## src/rtl/seven_seg_pkg.sv

```systemverilog
// seven_seg_pkg: shared state encoding and display constants for the scan controller
package seven_seg_pkg;
  typedef enum logic {GUARD = 1'b0, SHOW = 1'b1} scan_state_t;
  localparam int MAX_DIGITS = 8;
  localparam logic ANODE_OFF = 1'b1;
  localparam logic ANODE_ON = 1'b0;
  localparam logic [3:0] BCD_DP_ONLY = 4'hA;
endpackage

```

## src/rtl/seven_seg_lz_mask.sv

```systemverilog
// seven_seg_lz_mask: per-slot visibility from enables and leading-zero suppression
module seven_seg_lz_mask #(
  parameter int NUM_DIGITS = 8
) (
  input  logic [4*NUM_DIGITS-1:0] digits,
  input  logic [NUM_DIGITS-1:0]   en,
  input  logic                    lz,
  output logic [NUM_DIGITS-1:0]   visible
);
  logic zero_run;
  always_comb begin
    visible = '0;
    zero_run = 1'b1;
    for (int i = NUM_DIGITS - 1; i >= 0; i--) begin
      zero_run = zero_run & (digits[4*i +: 4] == 4'd0);
      visible[i] = en[i] & ~(lz & zero_run & (i != 0));
    end
  end
endmodule

```

## src/rtl/seven_seg_scan_ctrl.sv

```systemverilog
// seven_seg_scan_ctrl: multiplexed 7-segment anode scanner with guard gaps and
// tear-free double-buffered frame loading
module seven_seg_scan_ctrl
  import seven_seg_pkg::*;
#(
  parameter int NUM_DIGITS = 8,
  parameter int SHOW_CYCLES = 100000,
  parameter int GUARD_CYCLES = 2000
) (
  input  logic                    clk,
  input  logic                    reset,
  input  logic [4*NUM_DIGITS-1:0] digits_in,
  input  logic [NUM_DIGITS-1:0]   digit_en_in,
  input  logic                    lz_blank_in,
  input  logic                    load_valid,
  output logic                    load_ready,
  output logic [3:0]              Q,
  output logic [NUM_DIGITS-1:0]   anode,
  output logic                    frame_start
);
  localparam int TMAX = SHOW_CYCLES > GUARD_CYCLES ? SHOW_CYCLES : GUARD_CYCLES;
  localparam int TW = TMAX > 1 ? $clog2(TMAX) : 1;
  localparam int IW = $clog2(NUM_DIGITS);

  scan_state_t state, state_d;
  logic [TW-1:0] timer, timer_d;
  logic [IW-1:0] idx, idx_d;
  logic [4*NUM_DIGITS-1:0] act_digits, pend_digits;
  logic [NUM_DIGITS-1:0] act_en, pend_en, vis, anode_d;
  logic act_lz, pend_lz, pend_full;
  logic guard_done, show_done, last, wrap;
  logic [3:0] q_d;

  seven_seg_lz_mask #(.NUM_DIGITS(NUM_DIGITS)) u_lz_mask (
    .digits (act_digits),
    .en     (act_en),
    .lz     (act_lz),
    .visible(vis)
  );

  assign load_ready = ~pend_full;

  always_comb begin
    last = idx == IW'(NUM_DIGITS - 1);
    guard_done = state == GUARD && timer == TW'(GUARD_CYCLES - 1);
    show_done = state == SHOW && timer == TW'(SHOW_CYCLES - 1);
    wrap = show_done & last;
    state_d = guard_done ? SHOW : show_done ? GUARD : state;
    timer_d = (guard_done | show_done) ? '0 : timer + 1'b1;
    idx_d = show_done ? (last ? '0 : idx + 1'b1) : idx;
    q_d = state == GUARD ? act_digits[4*idx +: 4] : Q;
    anode_d = {NUM_DIGITS{ANODE_OFF}};
    if (state == SHOW && vis[idx]) anode_d[idx] = ANODE_ON;
  end

  always_ff @(posedge clk or posedge reset) begin
    if (reset) begin
      state <= GUARD;
      timer <= '0;
      idx <= '0;
      act_digits <= '0;
      act_en <= '0;
      act_lz <= 1'b0;
      pend_digits <= '0;
      pend_en <= '0;
      pend_lz <= 1'b0;
      pend_full <= 1'b0;
      anode <= {NUM_DIGITS{ANODE_OFF}};
      Q <= 4'd0;
      frame_start <= 1'b0;
    end else begin
      state <= state_d;
      timer <= timer_d;
      idx <= idx_d;
      anode <= anode_d;
      Q <= q_d;
      frame_start <= wrap;
      // swap only at the frame boundary so a displayed frame never tears
      if (wrap && pend_full) begin
        act_digits <= pend_digits;
        act_en <= pend_en;
        act_lz <= pend_lz;
        pend_full <= 1'b0;
      end else if (load_valid && !pend_full) begin
        pend_digits <= digits_in;
        pend_en <= digit_en_in;
        pend_lz <= lz_blank_in;
        pend_full <= 1'b1;
      end
    end
  end
endmodule

```

## config.mk

```make
export PLATFORM = sky130hd
export DESIGN_NAME = seven_seg_scan_ctrl
export DESIGN_NICKNAME = d
export VERILOG_FILES = /design/src/rtl/seven_seg_pkg.sv /design/src/rtl/seven_seg_lz_mask.sv /design/src/rtl/seven_seg_scan_ctrl.sv
export SDC_FILE = /design/constraint.sdc
export NUM_CORES = 1
export LEC_CHECK = 0
export ABC_AREA = 1
export ABC_CLOCK_PERIOD_IN_PS = 5630
export CORE_MARGIN = 1.5
export CORE_UTILIZATION = 45
export CTS_CLUSTER_DIAMETER = 100
export CTS_CLUSTER_SIZE = 10
export DETAILED_ROUTE_END_ITERATION = 10
export PLACE_DENSITY = 0.62
export SYNTH_ARGS = -nofsm -noshare
export SYNTH_HDL_FRONTEND = slang
export SYNTH_HIERARCHICAL = 1
export SYNTH_SLANG_ARGS = --single-unit
```

## constraint.sdc

```tcl
create_clock -name clk -period 5.63 [get_ports clk]
set_clock_uncertainty 0.1 [all_clocks]
set_input_delay 0.563 -clock clk [delete_from_list [all_inputs] [get_ports clk]]
set_output_delay 0.563 -clock clk [all_outputs]
set_load 0.01 [all_outputs]
```

## Yosys cells after proc, flatten, opt, wreduce, memory -nomap -nowiden

Index checks and enable logic that the tools add are counted.

- Register bits: 117
- Bits of input ports: 44
- Output and inout bits: 14

- Add/subtract/negate cells: 2
- $lt $le $gt $ge: 2
- Eq/ne operators: 3
- Shift-type cells: 1
- Multiplexer cells: 11
- Bitwise operators: 33
- Reductions and logical operators: 17

Operators with widths:

| operator | count |
|---|---|
| variable part select 32 x 6 -> 4 bit | 1 |
| zero test 4 bit | 7 |
| bitwise AND 1 bit | 21 |
| adder 17 x 1 -> 17 bit, second input constant | 1 |
| equality test 17 x 11 -> 1 bit, second input constant | 1 |
| equality test 17 bit, second input constant | 1 |
| two-way mux 17 bit | 1 |
| inverter 1 bit | 10 |
| two-way mux 8 bit | 1 |
| inverter 8 bit | 1 |
| logical AND 1 bit | 6 |
| two-way mux 1 bit | 6 |
| less-than comparator 3 x 4 -> 1 bit, second input constant | 1 |
| nonzero test 2 bit | 2 |
| adder 3 x 1 -> 3 bit, second input constant | 1 |
| binary-select mux 1 bit (select 3 bit) | 1 |
| demux 1 bit (select 3 bit) | 1 |
| equality test 3 bit, second input constant | 1 |
| greater-or-equal comparator 3 x 1 -> 1 bit, second input constant | 1 |
| two-way mux 3 bit | 1 |
| AND reduction 2 bit | 1 |
| zero test 1 bit | 1 |
| bitwise OR 1 bit | 1 |

## Longest topological paths before layout

- Depth in word-level cells: 14
- Gate-level depth with buffers: 11
- Depth with buffers taken out: 11

## Hierarchy

Netlist, hierarchy kept.

Modules (own cells, without submodules):

| module | instances | cells each | area each (µm²) | sequential area each (µm²) |
|---|---|---|---|---|
| seven_seg_scan_ctrl | 1 | 586 | 5,370.2 | 2,937.8 |
| seven_seg_lz_mask | 1 | 42 | 206.4 | 0.0 |

## Worst setup path after synthesis

OpenSTA, ideal clock, no wires.

- Path type: flip-flop to flip-flop
- Start: reg timer[0]
- End: reg act_lz
- Setup time: 0.117 ns
- Arrival: 1.416 ns
- Required time: 5.413 ns
- Setup slack: 3.997 ns
- Cell stages (with the launch flop): 10
- Path buffers: 1
- Path through: dfrtp_1 -> ha_1 -> nand2_1 -> nor2_4 -> nand3_2 -> nor2_8 -> nand3_4 -> buf_6 -> nand2_1 -> nand2_1

- Cells in the longest elaborated chain, start to end: 4

Ends and longest elaborated chain:

| what | RTL line | source |
|---|---|---|
| from (decl) | seven_seg_scan_ctrl.sv:26 | `logic [TW-1:0] timer, timer_d;` |
| from (signal assigned) | seven_seg_scan_ctrl.sv:73 | `timer <= timer_d;` |
| equality test 17 bit | seven_seg_scan_ctrl.sv:46 | `show_done = state == SHOW && timer == TW'(SHOW_CYCLES - 1);` |
| logical AND 1 bit | seven_seg_scan_ctrl.sv:46 |  |
| bitwise AND 1 bit | seven_seg_scan_ctrl.sv:47 | `wrap = show_done & last;` |
| logical AND 1 bit | seven_seg_scan_ctrl.sv:79 | `if (wrap && pend_full) begin` |
| to (signal assigned) | seven_seg_scan_ctrl.sv:82 | `act_lz <= pend_lz;` |
| to (decl) | seven_seg_scan_ctrl.sv:30 | `logic act_lz, pend_lz, pend_full;` |

Every way passes these cells.
A chain may end at the register's enable or synchronous reset.

## Worst setup path in the final report

- Start: reg timer[0]
- End: reg act_digits[9]

- Cells in the longest elaborated chain, start to end: 4

Ends and longest elaborated chain:

| what | RTL line | source |
|---|---|---|
| equality test 17 bit | seven_seg_scan_ctrl.sv:46 |  |
| logical AND 1 bit | seven_seg_scan_ctrl.sv:46 |  |
| bitwise AND 1 bit | seven_seg_scan_ctrl.sv:47 |  |
| logical AND 1 bit | seven_seg_scan_ctrl.sv:79 |  |
| to (signal assigned) | seven_seg_scan_ctrl.sv:80 | `act_digits <= pend_digits;` |
| to (decl) | seven_seg_scan_ctrl.sv:28 | `logic [4*NUM_DIGITS-1:0] act_digits, pend_digits;` |

Every way passes these cells.

==> results.md <==
Worst setup path:
- The worst setup path is launched from a register.
- The most numerous cell type found on the critical path is sky130_fd_sc_hd__nand2_1.
- Together, buffers and inverters on the worst path number 0.
- The depth of the worst register-to-register path is 8.
- Walking the worst path, the cells encountered are ha_1, nand2_1, nor2_4, nand3_2, nor2_8, nand3_4, nand2_1, nand2_1.
- The required time of the critical path is 5820 ps.
- On the critical path, the stage with the largest delay is an instance of sky130_fd_sc_hd__nand3_4.
- The setup slack of the worst register-to-register path is 3150 ps.
- The highest cell delay on the worst timing path is 500 ps.
- The worst endpoint data arrival time is 2670 ps.
- The startpoint identified for the worst register-to-register timing path is timer[0]$_DFF_PP0_.
- The endpoint identified for the worst register-to-register timing path is act_digits[9]$_DFFE_PP0P_.
- The maximum fanout count along the critical path is 46.
- The critical path runs through a total of 8 cells.
- The kind of end point of the critical path is a register.
- Among cell families on the critical path, the largest total delay comes from simple AND/OR/NAND/NOR gates.
- By startpoint and endpoint, the worst setup path is classified as reg -> reg.

CTS:
- The number of setup buffers added after CTS is 0.
- The later pin in the worst-skew pair is clocked with a latency of 410 ps.
- The number of clock buffers added by TritonCTS is 17.
- The H-tree generated during clock tree synthesis spans 4 levels.
- The number of gates given a new drive strength after cts is 0.
- Counting along the longest clock path gives a buffer depth of 2.
- The root buffer cell chosen for the clock tree is sky130_fd_sc_hd__clkbuf_16.
- After clock tree synthesis, the clock-pin slew on the worst setup and hold paths is 50 ps.
- The clock tree from TritonCTS is built.
- The CTS sink count is 117.
- After clock tree synthesis, the flow added hold-fix buffers numbering 0.

Placement:
- Prior to clock tree synthesis, the placed netlist has a worst setup slack of 3110 ps.
- The HPWL after detailed placement is 7680 µm.
- Input and output buffers added on the ports amount to 57.
- The weighted congestion reported at the end of routability-driven placement is 0.879.

Drt:
- For this run, design rule violations remaining after detail routing come to 0.
- The number of detailed-route iterations in the first pass is 4.
- Dividing the detail-routed wire length by the instance count gives 13.4 µm.
- The routed design has 11,400 µm of wire.
- The total number of vias is 4,235.
- The number of DRC markers in iteration 0 is 224.
- The antenna violation net count after detailed routing is 0.
- In the routed layout, each cell is associated on average with a via count of 4.96.

Pwr:
- The peak supply drop is 0.206 mV.
- Combinational logic is responsible for 3.3% of the overall power.
- The cell-internal power is 1700 µW.
- The switching power summed over all nets is 407 µW.
- The reported leakage power is 0.00343 µW.
- The power per unit of standard cell area is 308 nW/µm².
- Per report_power, the sequential group accounts for 42.0% of the total.
- The fraction of power spent switching nets is 19.4%.
- Per report_power, the clock group accounts for 54.7% of the total.

Finish:
- The area used by multi-input combinational logic is 2300 µm².
- The count of antenna diodes in the layout is 0.
- Compared with the post-synthesis result, the final layout area differs by 22.5%.
- The sequential cells in the finished layout cover a total of 2940 µm².
- The layout filler cell count is 1,084.
- Of the cells placed in the final design, the portion with a size suffix greater than 1 is 14.4%.
- The final layout contains 720 nets.

Yosys:
- After synthesis the cells add up to 5580 µm².
- In this run the mean area of a mapped cell was 8.88 µm².
- The number of flip-flops and latches in the synthesized netlist is 117.
- Sequential elements use 52.7% of the synthesized area.
- The post-synthesis async set-or-reset flop share is 100%.
- Counting flops with a built-in enable in the synthesized netlist gives 0.
- The count of warnings emitted by yosys is 6.
- The most used flip-flop cell after synthesis is sky130_fd_sc_hd__dfrtp_1.
- Synthesis produced a netlist whose cell count is 628.
- The net count of the mapped netlist is 675.
- The count of unique library cells instantiated by Yosys is 36.

STA:
- The final number of max-transition violations is 0.
- Adding up every negative setup slack in the final design gives 0 ps.
- At the pin with the least slew margin, the transition time is 862 ps.
- The relative max-transition margin is 42.6%.
- The clock period minus final worst setup slack is 2480 ps.
- The number of failing hold endpoints at the final stage is 0.
- Setup repair after global routing left no endpoint under its margin.
- Setup violations remaining at the end of the flow were counted as 0.
- The part of the cycle the worst path needs is 44.0%.
- The worst path setup slack after routing is 3150 ps.
- The timing-limited maximum frequency is 404 MHz.

Floorplan:
- The floorplan step set the die width to 114 µm.
- The initial cell density of the core is 46.2%.
- The initialized floorplan defines 40 standard-cell rows.
- For this design the top-level I/O count stands at 58.
- The die is 114 µm tall.
- The floorplan step defined a die boundary enclosing 13,100 µm².
- The placeable core area is 12,100 µm².

Global routing:
- The remaining global-route overflow is 0.
- Global routing consumed, over all layers together, 19.5% of the routing resources.
- The initial antenna violation count came to 0.
- The maximum number of pins on one net before global-route repair is 73.
- The first global-routing pass estimated 19,800 µm of wire.
- The number of global-route vias before repair is 4,169.

Hold path:
- The min-delay analysis places its worst path in the category reg -> reg.
- The hold path startpoint is act_digits[0]$_DFFE_PP0P_.
- The number of instances on the worst hold path is 2.
- The worst hold path terminates at act_digits[0]$_DFFE_PP0P_.

Status:
- The run finished with clean final reports.

Job:
- The number of violations of the max-capacitance limit is 0.
==> worst max path at each step <==
stage	end	slack (ps)	startpoint
4_1_cts	act_digits[29]$_DFFE_PP0P_	3090	timer[0]$_DFF_PP0_
5_1_grt	act_digits[13]$_DFFE_PP0P_	2860	timer[0]$_DFF_PP0_
2_1_floorplan	Q[0]$_DFFE_PP0N_	1880	reset
6_report	act_digits[9]$_DFFE_PP0P_	3150	timer[0]$_DFF_PP0_
3_3_place_gp	act_en[5]$_DFFE_PP0P_	3200	state$_DFFE_PP0N_
3_5_place_dp	act_digits[2]$_DFFE_PP0P_	3110	timer[0]$_DFF_PP0_
==> through the flow <==
| step | hold slack (ps) | instances | utilization (%) | power (µW) | cell area, µm² |
|---|---|---|---|---|---|
| 3_3_place_gp | 358 | 822 | 51.4 | 965 | 6200 |
| 4_1_cts | 376 | 854 | 56.7 | 2120 | 6830 |
| 2_1_floorplan | 336 | 628 | - | 925 | 5580 |
| 6_report | 370 | 854 | 56.7 | 2100 | 6830 |
| 3_5_place_dp | 362 | 822 | 51.4 | 968 | 6200 |
| 5_1_grt | 406 | 854 | 56.7 | 2180 | 6830 |
==> final cells by class <==
cell class,instances,share of cell area (%)
Sequential cell,117,43.0
Inverter,39,2.18
Multi-Input combinational cell,437,33.7
Clock buffer,23,7.14
Tap cell,168,3.08
Timing Repair Buffer,61,8.79
Clock inverter,9,2.16
==> worst reg2reg max path, cell delays in order, from the launching register on <==
cell	delay, ps
sky130_fd_sc_hd__dfrtp_1	390
sky130_fd_sc_hd__ha_1	180
sky130_fd_sc_hd__nand2_1	130
sky130_fd_sc_hd__nor2_4	140
sky130_fd_sc_hd__nand3_2	150
sky130_fd_sc_hd__nor2_8	480
sky130_fd_sc_hd__nand3_4	510
sky130_fd_sc_hd__nand2_1	210
sky130_fd_sc_hd__nand2_1	80
==> synth_stat cells (3+ instances only) <==
library cell / n / area (µm²)
sky130_fd_sc_hd__clkbuf_1: 17 / 63.8
sky130_fd_sc_hd__inv_2: 3 / 11.3
sky130_fd_sc_hd__nor2_1: 47 / 176
sky130_fd_sc_hd__ha_1: 3 / 37.5
sky130_fd_sc_hd__buf_6: 4 / 45.0
sky130_fd_sc_hd__buf_4: 5 / 37.5
sky130_fd_sc_hd__buf_2: 9 / 45.0
sky130_fd_sc_hd__mux2_2: 41 / 462
sky130_fd_sc_hd__a21oi_1: 5 / 25.0
sky130_fd_sc_hd__nand4_1: 43 / 269
sky130_fd_sc_hd__xor2_1: 7 / 61.3
sky130_fd_sc_hd__nand3_1: 21 / 105
sky130_fd_sc_hd__nor3_1: 15 / 75.1
sky130_fd_sc_hd__dfstp_2: 8 / 210
sky130_fd_sc_hd__nand2_1: 224 / 841
sky130_fd_sc_hd__o21ai_0: 9 / 45.0
sky130_fd_sc_hd__inv_1: 35 / 131
sky130_fd_sc_hd__dfrtp_1: 109 / 2730
==> state kept, by name, indices dropped and copies added (netlist names) <==
| register | cells |
|---|---|
| act_digits | 32 |
| pend_digits | 32 |
| timer | 17 |
| act_en | 8 |
| anode | 8 |
| pend_en | 8 |
| Q | 4 |
| idx | 3 |
| act_lz | 1 |
| frame_start | 1 |
| pend_full | 1 |
| pend_lz | 1 |
| state | 1 |
==> power by group through the flow <==
stage               sequential (µW)  clock, µW  combinational (µW)
global placement                896          0                69.3
global route                    885       1210                78.8
finish                          882       1150                69.8
detailed placement              896          0                72.0
CTS                             882       1170                72.5
floorplan                       891          0                34.2
==> placed cells by master (no fill, tap or decap), types with 2 or more instances in the layout <==
master and count:
sky130_fd_sc_hd__a21oi_1 5, sky130_fd_sc_hd__buf_4 4, sky130_fd_sc_hd__bufinv_16 4, sky130_fd_sc_hd__clkbuf_1 2
sky130_fd_sc_hd__clkbuf_16 17, sky130_fd_sc_hd__clkbuf_8 4, sky130_fd_sc_hd__clkdlybuf4s50_1 57, sky130_fd_sc_hd__clkinv_2 4
sky130_fd_sc_hd__dfrtp_1 109, sky130_fd_sc_hd__dfstp_2 8, sky130_fd_sc_hd__ha_1 3, sky130_fd_sc_hd__inv_1 34
sky130_fd_sc_hd__inv_2 3, sky130_fd_sc_hd__mux2_2 41, sky130_fd_sc_hd__nand2_1 224, sky130_fd_sc_hd__nand3_1 21
sky130_fd_sc_hd__nand4_1 43, sky130_fd_sc_hd__nand4_2 2, sky130_fd_sc_hd__nor2_1 47, sky130_fd_sc_hd__nor2_4 2
sky130_fd_sc_hd__nor3_1 15, sky130_fd_sc_hd__nor3_2 2, sky130_fd_sc_hd__o21ai_0 9, sky130_fd_sc_hd__o21ai_1 2
sky130_fd_sc_hd__xnor2_1 2, sky130_fd_sc_hd__xor2_1 7
==> logic make-up (layout without fill, tap and decap cells) <==
logic type / Yosys count / after routing / share of synthesized area (%)
compound gates: 19 / 19 / 1.82
simple gates: 365 / 365 / 29.1
buf+inv: 74 / 132 / 6.06
fa+ha+maj: 3 / 3 / 0.673
mux: 41 / 41 / 8.28
flops: 117 / 117 / 52.7
xor+xnor: 9 / 9 / 1.41
==> metal layers <==
metal  share of wire [%]  vias up  track usage (%)
met1                  49     2003             26.2
met3                 4.1       19             5.56
met5                   0        -                0
met2                  45       84             29.4
li1                    -     2129                -
met4                 1.9        0             8.83
(Power assumes the default switching activity.)
